$ cat src/rtl/ram_copy_master.sv
// ram_copy_master
//
// Avalon-MM master that copies a block of 32-bit words from one word-address
// range to another on the same bus as the on-chip RAM slaves. One transaction
// is outstanding at a time: read a word, wait for its data, write it, repeat.
// The copy runs strictly ascending and pointers wrap modulo 2^ADDR_W.
//
// Optional feature: define RAM_COPY_MASTER_CHECKSUM_EN to add a 32-bit
// running sum of every word read during the copy.
//
// Parameters:
//   ADDR_W  word-address width (must match the slave)
//   LEN_W   width of the length field in words
//
// Ports:
//   clk                in   single rising-edge clock
//   reset              in   synchronous, active-high reset
//   start              in   one-cycle command strobe, only honoured in IDLE
//   src_addr           in   first source word address
//   dst_addr           in   first destination word address
//   length             in   number of words to copy (0 = no bus traffic)
//   busy               out  high from the cycle after start through DONE
//   done               out  one-cycle completion pulse
//   avm_address        out  word address
//   avm_read           out  read strobe
//   avm_write          out  write strobe
//   avm_writedata      out  write data
//   avm_byteenable     out  constant 4'hF
//   avm_waitrequest    in   slave stall, command accepted when low
//   avm_readdata       in   read data
//   avm_readdatavalid  in   qualifies avm_readdata
//   checksum           out  sum of words read (only with the macro defined)

module ram_copy_master #(
  parameter int ADDR_W = 10,
  parameter int LEN_W  = 11
) (
  input  logic              clk,
  input  logic              reset,
  input  logic              start,
  input  logic [ADDR_W-1:0] src_addr,
  input  logic [ADDR_W-1:0] dst_addr,
  input  logic [LEN_W-1:0]  length,
  output logic              busy,
  output logic              done,
  output logic [ADDR_W-1:0] avm_address,
  output logic              avm_read,
  output logic              avm_write,
  output logic [31:0]       avm_writedata,
  output logic [3:0]        avm_byteenable,
  input  logic              avm_waitrequest,
  input  logic [31:0]       avm_readdata,
`ifdef RAM_COPY_MASTER_CHECKSUM_EN
  input  logic              avm_readdatavalid,
  output logic [31:0]       checksum
`else
  input  logic              avm_readdatavalid
`endif
);

  typedef enum logic [2:0] {
    IDLE,
    RD_REQ,
    RD_WAIT,
    WR_REQ,
    DONE
  } state_t;

  state_t            state, state_n;
  logic [ADDR_W-1:0] src_ptr, src_ptr_n;
  logic [ADDR_W-1:0] dst_ptr, dst_ptr_n;
  logic [LEN_W-1:0]  remaining, remaining_n;
  logic [ADDR_W-1:0] address_n;
  logic [31:0]       writedata_n;
  logic              read_n, write_n, done_n, busy_n;
`ifdef RAM_COPY_MASTER_CHECKSUM_EN
  logic [31:0]       checksum_n;
`endif

  // Whole words are always transferred, so every byte lane is enabled.
  assign avm_byteenable = 4'hF;

  // Next-state and next-output logic. Outputs are registered, so they are
  // derived from the state being entered rather than the current one; this
  // keeps the strobes aligned with the state they belong to. The write-data
  // register doubles as the single-word copy buffer.
  always_comb begin
    state_n     = state;
    src_ptr_n   = src_ptr;
    dst_ptr_n   = dst_ptr;
    remaining_n = remaining;
    writedata_n = avm_writedata;
`ifdef RAM_COPY_MASTER_CHECKSUM_EN
    checksum_n  = checksum;
`endif

    case (state)
      IDLE: begin
        if (start) begin
`ifdef RAM_COPY_MASTER_CHECKSUM_EN
          checksum_n = 32'h0;
`endif
          if (length != '0) begin
            src_ptr_n   = src_addr;
            dst_ptr_n   = dst_addr;
            remaining_n = length;
            state_n     = RD_REQ;
          end else begin
            state_n = DONE;
          end
        end
      end

      RD_REQ: begin
        if (!avm_waitrequest) begin
          state_n = RD_WAIT;
        end
      end

      RD_WAIT: begin
        if (avm_readdatavalid) begin
          writedata_n = avm_readdata;
`ifdef RAM_COPY_MASTER_CHECKSUM_EN
          checksum_n  = checksum + avm_readdata;
`endif
          state_n     = WR_REQ;
        end
      end

      WR_REQ: begin
        if (!avm_waitrequest) begin
          src_ptr_n   = src_ptr + ADDR_W'(1);
          dst_ptr_n   = dst_ptr + ADDR_W'(1);
          remaining_n = remaining - LEN_W'(1);
          // Compare against the pre-decrement count: 1 means this was the last word.
          if (remaining == LEN_W'(1)) begin
            state_n = DONE;
          end else begin
            state_n = RD_REQ;
          end
        end
      end

      DONE: begin
        state_n = IDLE;
      end

      default: begin
        state_n = IDLE;
      end
    endcase

    read_n  = (state_n == RD_REQ);
    write_n = (state_n == WR_REQ);
    done_n  = (state_n == DONE);
    busy_n  = (state_n != IDLE);

    // The address only moves when a command is being presented; during a
    // stall the pointers are unchanged, so the address is held stable.
    case (state_n)
      RD_REQ:  address_n = src_ptr_n;
      WR_REQ:  address_n = dst_ptr_n;
      default: address_n = avm_address;
    endcase
  end

  // State, pointers and all registered outputs. A synchronous reset returns
  // to IDLE with strobes low; any read response still in flight then arrives
  // in IDLE and is ignored.
  always_ff @(posedge clk) begin
    if (reset) begin
      state         <= IDLE;
      src_ptr       <= '0;
      dst_ptr       <= '0;
      remaining     <= '0;
      avm_address   <= '0;
      avm_read      <= 1'b0;
      avm_write     <= 1'b0;
      avm_writedata <= 32'h0;
      done          <= 1'b0;
      busy          <= 1'b0;
`ifdef RAM_COPY_MASTER_CHECKSUM_EN
      checksum      <= 32'h0;
`endif
    end else begin
      state         <= state_n;
      src_ptr       <= src_ptr_n;
      dst_ptr       <= dst_ptr_n;
      remaining     <= remaining_n;
      avm_address   <= address_n;
      avm_read      <= read_n;
      avm_write     <= write_n;
      avm_writedata <= writedata_n;
      done          <= done_n;
      busy          <= busy_n;
`ifdef RAM_COPY_MASTER_CHECKSUM_EN
      checksum      <= checksum_n;
`endif
    end
  end

endmodule
$ cat config.mk
export PLATFORM = sky130hd
export DESIGN_NAME = ram_copy_master
export DESIGN_NICKNAME = d
export VERILOG_FILES = /design/src/rtl/ram_copy_master.sv
export SDC_FILE = /design/constraint.sdc
export NUM_CORES = 1
export LEC_CHECK = 0
export CAP_MARGIN = 25
export CORE_MARGIN = 3
export CORE_UTILIZATION = 47
export CTS_CLUSTER_DIAMETER = 200
export DETAILED_ROUTE_END_ITERATION = 16
export PLACE_DENSITY = 0.8
export SLEW_MARGIN = 20
export SYNTH_ARGS = -nofsm -noshare
export SYNTH_HDL_FRONTEND = slang
export SYNTH_SLANG_ARGS = --single-unit
export TNS_END_PERCENT = 10
$ cat constraint.sdc
create_clock -name clk -period 2.7 [get_ports clk]
set_input_delay 0.81 -clock clk [delete_from_list [all_inputs] [get_ports clk]]
set_output_delay 0.81 -clock clk [all_outputs]
set_load 0.02 [all_outputs]
==> results.yml <==
run_status:
  outcome: "completed"
timing:
  maxSlewHeadroom_pct: 57.8
  max_freq_ghz: 0.385
  setup_viol: 0
  drv_slew: 0
  final_hold_viol_count: 0
  setup_ws_ps: 103
  tightest_slew_ps: 627
  rsz0062_at_grt: "no"
  post-route-period-util_pct: 96.2
  fin_skew_ps: 6.55
  finalCriticalPeriod_ps: 2600
synth:
  syn-instance-count: 477
  synth_cell_types: 72
  yosys_warnings: 0
  synthArstFlopShare_pct: 0
  ys_seq_area_share_pct: 40.5
  synth_flop_cell: "dfxtp_1"
  avgSynthCellArea_um2: 8.29
  synth_edf_count: 0
  ys_ff_latch: 80
  synth_area_um2: 3950
power:
  power_w: 0.00298
  p_clk_share_pct: 30.8
  sequentialPowerShare_pct: 44.9
  peakVddDrop_uv: 280
  power.internal_w: 0.00206
  swShare_pct: 30.9
  p_leak_nw: 2.07
  switchingPower_w: 0.000921
  power_frac_comb_pct: 24.3
  p_per_area_nw_per_um2: 528
clocking:
  cts.sinks: 80
  ctsRootBufferMaster: "clkbuf_8"
  ctsHoldBuffers: 0
  cts_buffers: 9
  cts_resized: 0
  clk_path_buf_depth: 2
  insertion_delay_ps: 360
  htreeDepth: 3
  cts_setup_buffers: 0
  path_clk_slew_ps: 90
  cts_tree: "yes"
floorplanning:
  start_util_pct: 49.9
  die_w_um: 97.7
  die_area_um2: 9550
  ios: 118
  coreArea_um2: 7930
  num_rows: 32
  die_y_um: 97.7
worst_setup_path:
  cp-end-kind: "flop"
  timing.rr.start: "state[0]"
  reg2reg_slack_ps: 510
  crit_type: "primary input to flop"
  setup.worst_path.start_class: "primary input"
  required_ps: 2960
  crit_arrival_ps: 2860
  r2r_cells: 5
  crit_end: "avm_address[5]"
  r2r_end: "avm_address[8]"
  crit_start: "length[2]"
  crit_path_max_fanout: 5
place:
  dp_slack_ps: -221
  place_hpwl_um: 9070
  io_buffer_count: 113
  routabilityCongestion: 0.979
final_layout:
  nFillCells: 614
  regArea_um2: 1600
  nets: 691
  multi_input_area_um2: 2140
  drive_gt1_share_pct: 15.1
  area_delta_synth_final_pct: 42.6
  antenna_cells: 0
global_routing:
  grt_pass1_vias: 4028
  use_met3_pct: 4.95
  grtUsageMet2_pct: 43.2
  overflow: 0
  grt_max_degree: 48
  grt_use_total_pct: 25.7
  gr-usage-met1_pct: 32.3
  grt_pass1_wl_um: 20000
  grt_antenna_before_repair: 0
  busiest_layer: "met2"
detailed_routing:
  detail-route-antenna-nets: 0
  viasPerCell: 5.80
  wirelength_um: 12300
  drc: 0
  dr.pass1.iters: 5
  vias: 4209
  dr.first_iter.drc_count: 315
  wire_per_inst_um: 17.0
flow_run:
  max_cap_viol_count: 0
min_path:
  hp-class: "flop to flop"
[worst min-delay path by stage]
stage                             end              start  cells past startpoint  slack [ps]
floorplan                remaining[1]       remaining[1]                      2         460
global placement       avm_address[3]     avm_address[3]                      2         430
detailed placement     avm_address[9]     avm_address[9]                      2         440
CTS                    avm_address[9]     avm_address[9]                      2         450
global route        avm_writedata[10]  avm_writedata[10]                      2         480
finish                 avm_address[9]     avm_address[9]                      2         450
[Yosys cell counts (4+ instances only)]
cell type / count / area [um2]
nor4_4: 4 / 85.1
nand2_1: 97 / 364
o22ai_1: 4 / 25.0
and2_1: 7 / 43.8
nor2_1: 29 / 109
o21ai_1: 6 / 30.0
buf_2: 4 / 20.0
a211oi_1: 7 / 52.6
buf_4: 4 / 30.0
clkbuf_1: 19 / 71.3
o21ai_0: 15 / 75.1
a221oi_1: 4 / 35.0
a21oi_1: 53 / 265
nand4_1: 8 / 50.1
ha_1: 4 / 50.1
buf_6: 5 / 56.3
a31oi_1: 9 / 56.3
a22o_1: 4 / 35.0
nand3_1: 15 / 75.1
inv_1: 11 / 41.3
nor3_1: 6 / 30.0
dfxtp_1: 80 / 1600
[final cells by class]
class | count | share of cell area [%]
clock buffer | 9 | 2.20
clock inverter | 7 | 1.35
inverter | 11 | 0.733
multi-input combinational | 354 | 38.0
sequential | 80 | 28.4
tap | 102 | 2.26
timing repair buffer | 163 | 27.1
[through the flow]
step	cells	cell area [um2]	utilization [%]	hold WS (ps)	setup TNS, ps
CTS	726	5640	71.1	454	0
floorplan	480	3960	-	458	0
global placement	710	5440	68.6	435	-1900
finish	726	5640	71.1	449	0
global route	726	5640	71.1	484	0
detailed placement	710	5440	68.6	442	-3150
[critical path: stages]
cell,delay [ps]
clkdlybuf4s50_1,530
nor4_4,60
buf_4,160
a31oi_1,420
nor2_1,190
a2111o_1,440
a32o_1,240
[flip-flops by register name (all words and copies together) (netlist names), 3 cells and up]
register,flops
avm_address,10
remaining,11
avm_writedata,32
src_ptr,10
dst_ptr,10
state,3
[per-layer routing]
| layer | vias to the layer above | routed length (um) |
|---|---|---|
| li1 | 2001 | - |
| met1 | 1959 | 5090 |
| met2 | 221 | 6010 |
| met3 | 28 | 903 |
| met4 | 0 | 329 |
| met5 | - | 0 |
[power groups by stage]
stage | clock network, W | logic (W) | registers (W)
global route | 0.000993 | 0.000782 | 0.00135
floorplan | 0 | 0.000367 | 0.00138
global placement | 0 | 0.000699 | 0.00136
finish | 0.000917 | 0.000725 | 0.00134
detailed placement | 0 | 0.000715 | 0.00136
CTS | 0.000926 | 0.000719 | 0.00133
[cell usage in the layout (no fill, tap or decap), types with 3 or more instances in the layout]
cell type,n
clkdlybuf4s50_1,112
nand3_1,15
ha_1,4
a211oi_1,7
o22ai_1,4
and2_1,7
nand2_1,97
nor4_4,4
a22oi_1,3
and3_1,3
a21oi_1,53
nand4_1,8
o21ai_1,6
conb_1,4
a31o_2,3
inv_6,3
nand3b_1,3
inv_1,11
a32o_1,3
nor2_1,29
o211a_1,3
a22o_1,4
a41oi_1,3
clkbuf_8,9
dfxtp_1,80
nor3_1,6
o31ai_1,3
buf_4,48
a221oi_1,4
o21ai_0,15
a31oi_1,9
o211ai_1,3
nor4_1,3
[kinds of logic after synthesis]
logic type | Yosys count | synth area share, %
AND/OR/NAND/NOR | 198 | 25.9
AO/OA/AOI/OAI | 144 | 25.0
flip-flops | 80 | 40.5
buffers and inverters | 46 | 6.17
multiplexers | 4 | 1.08
adder cells (fa/ha/maj) | 4 | 1.27
other | 1 | 0.0949
Note: power is estimated with default switching activity, not from simulation.
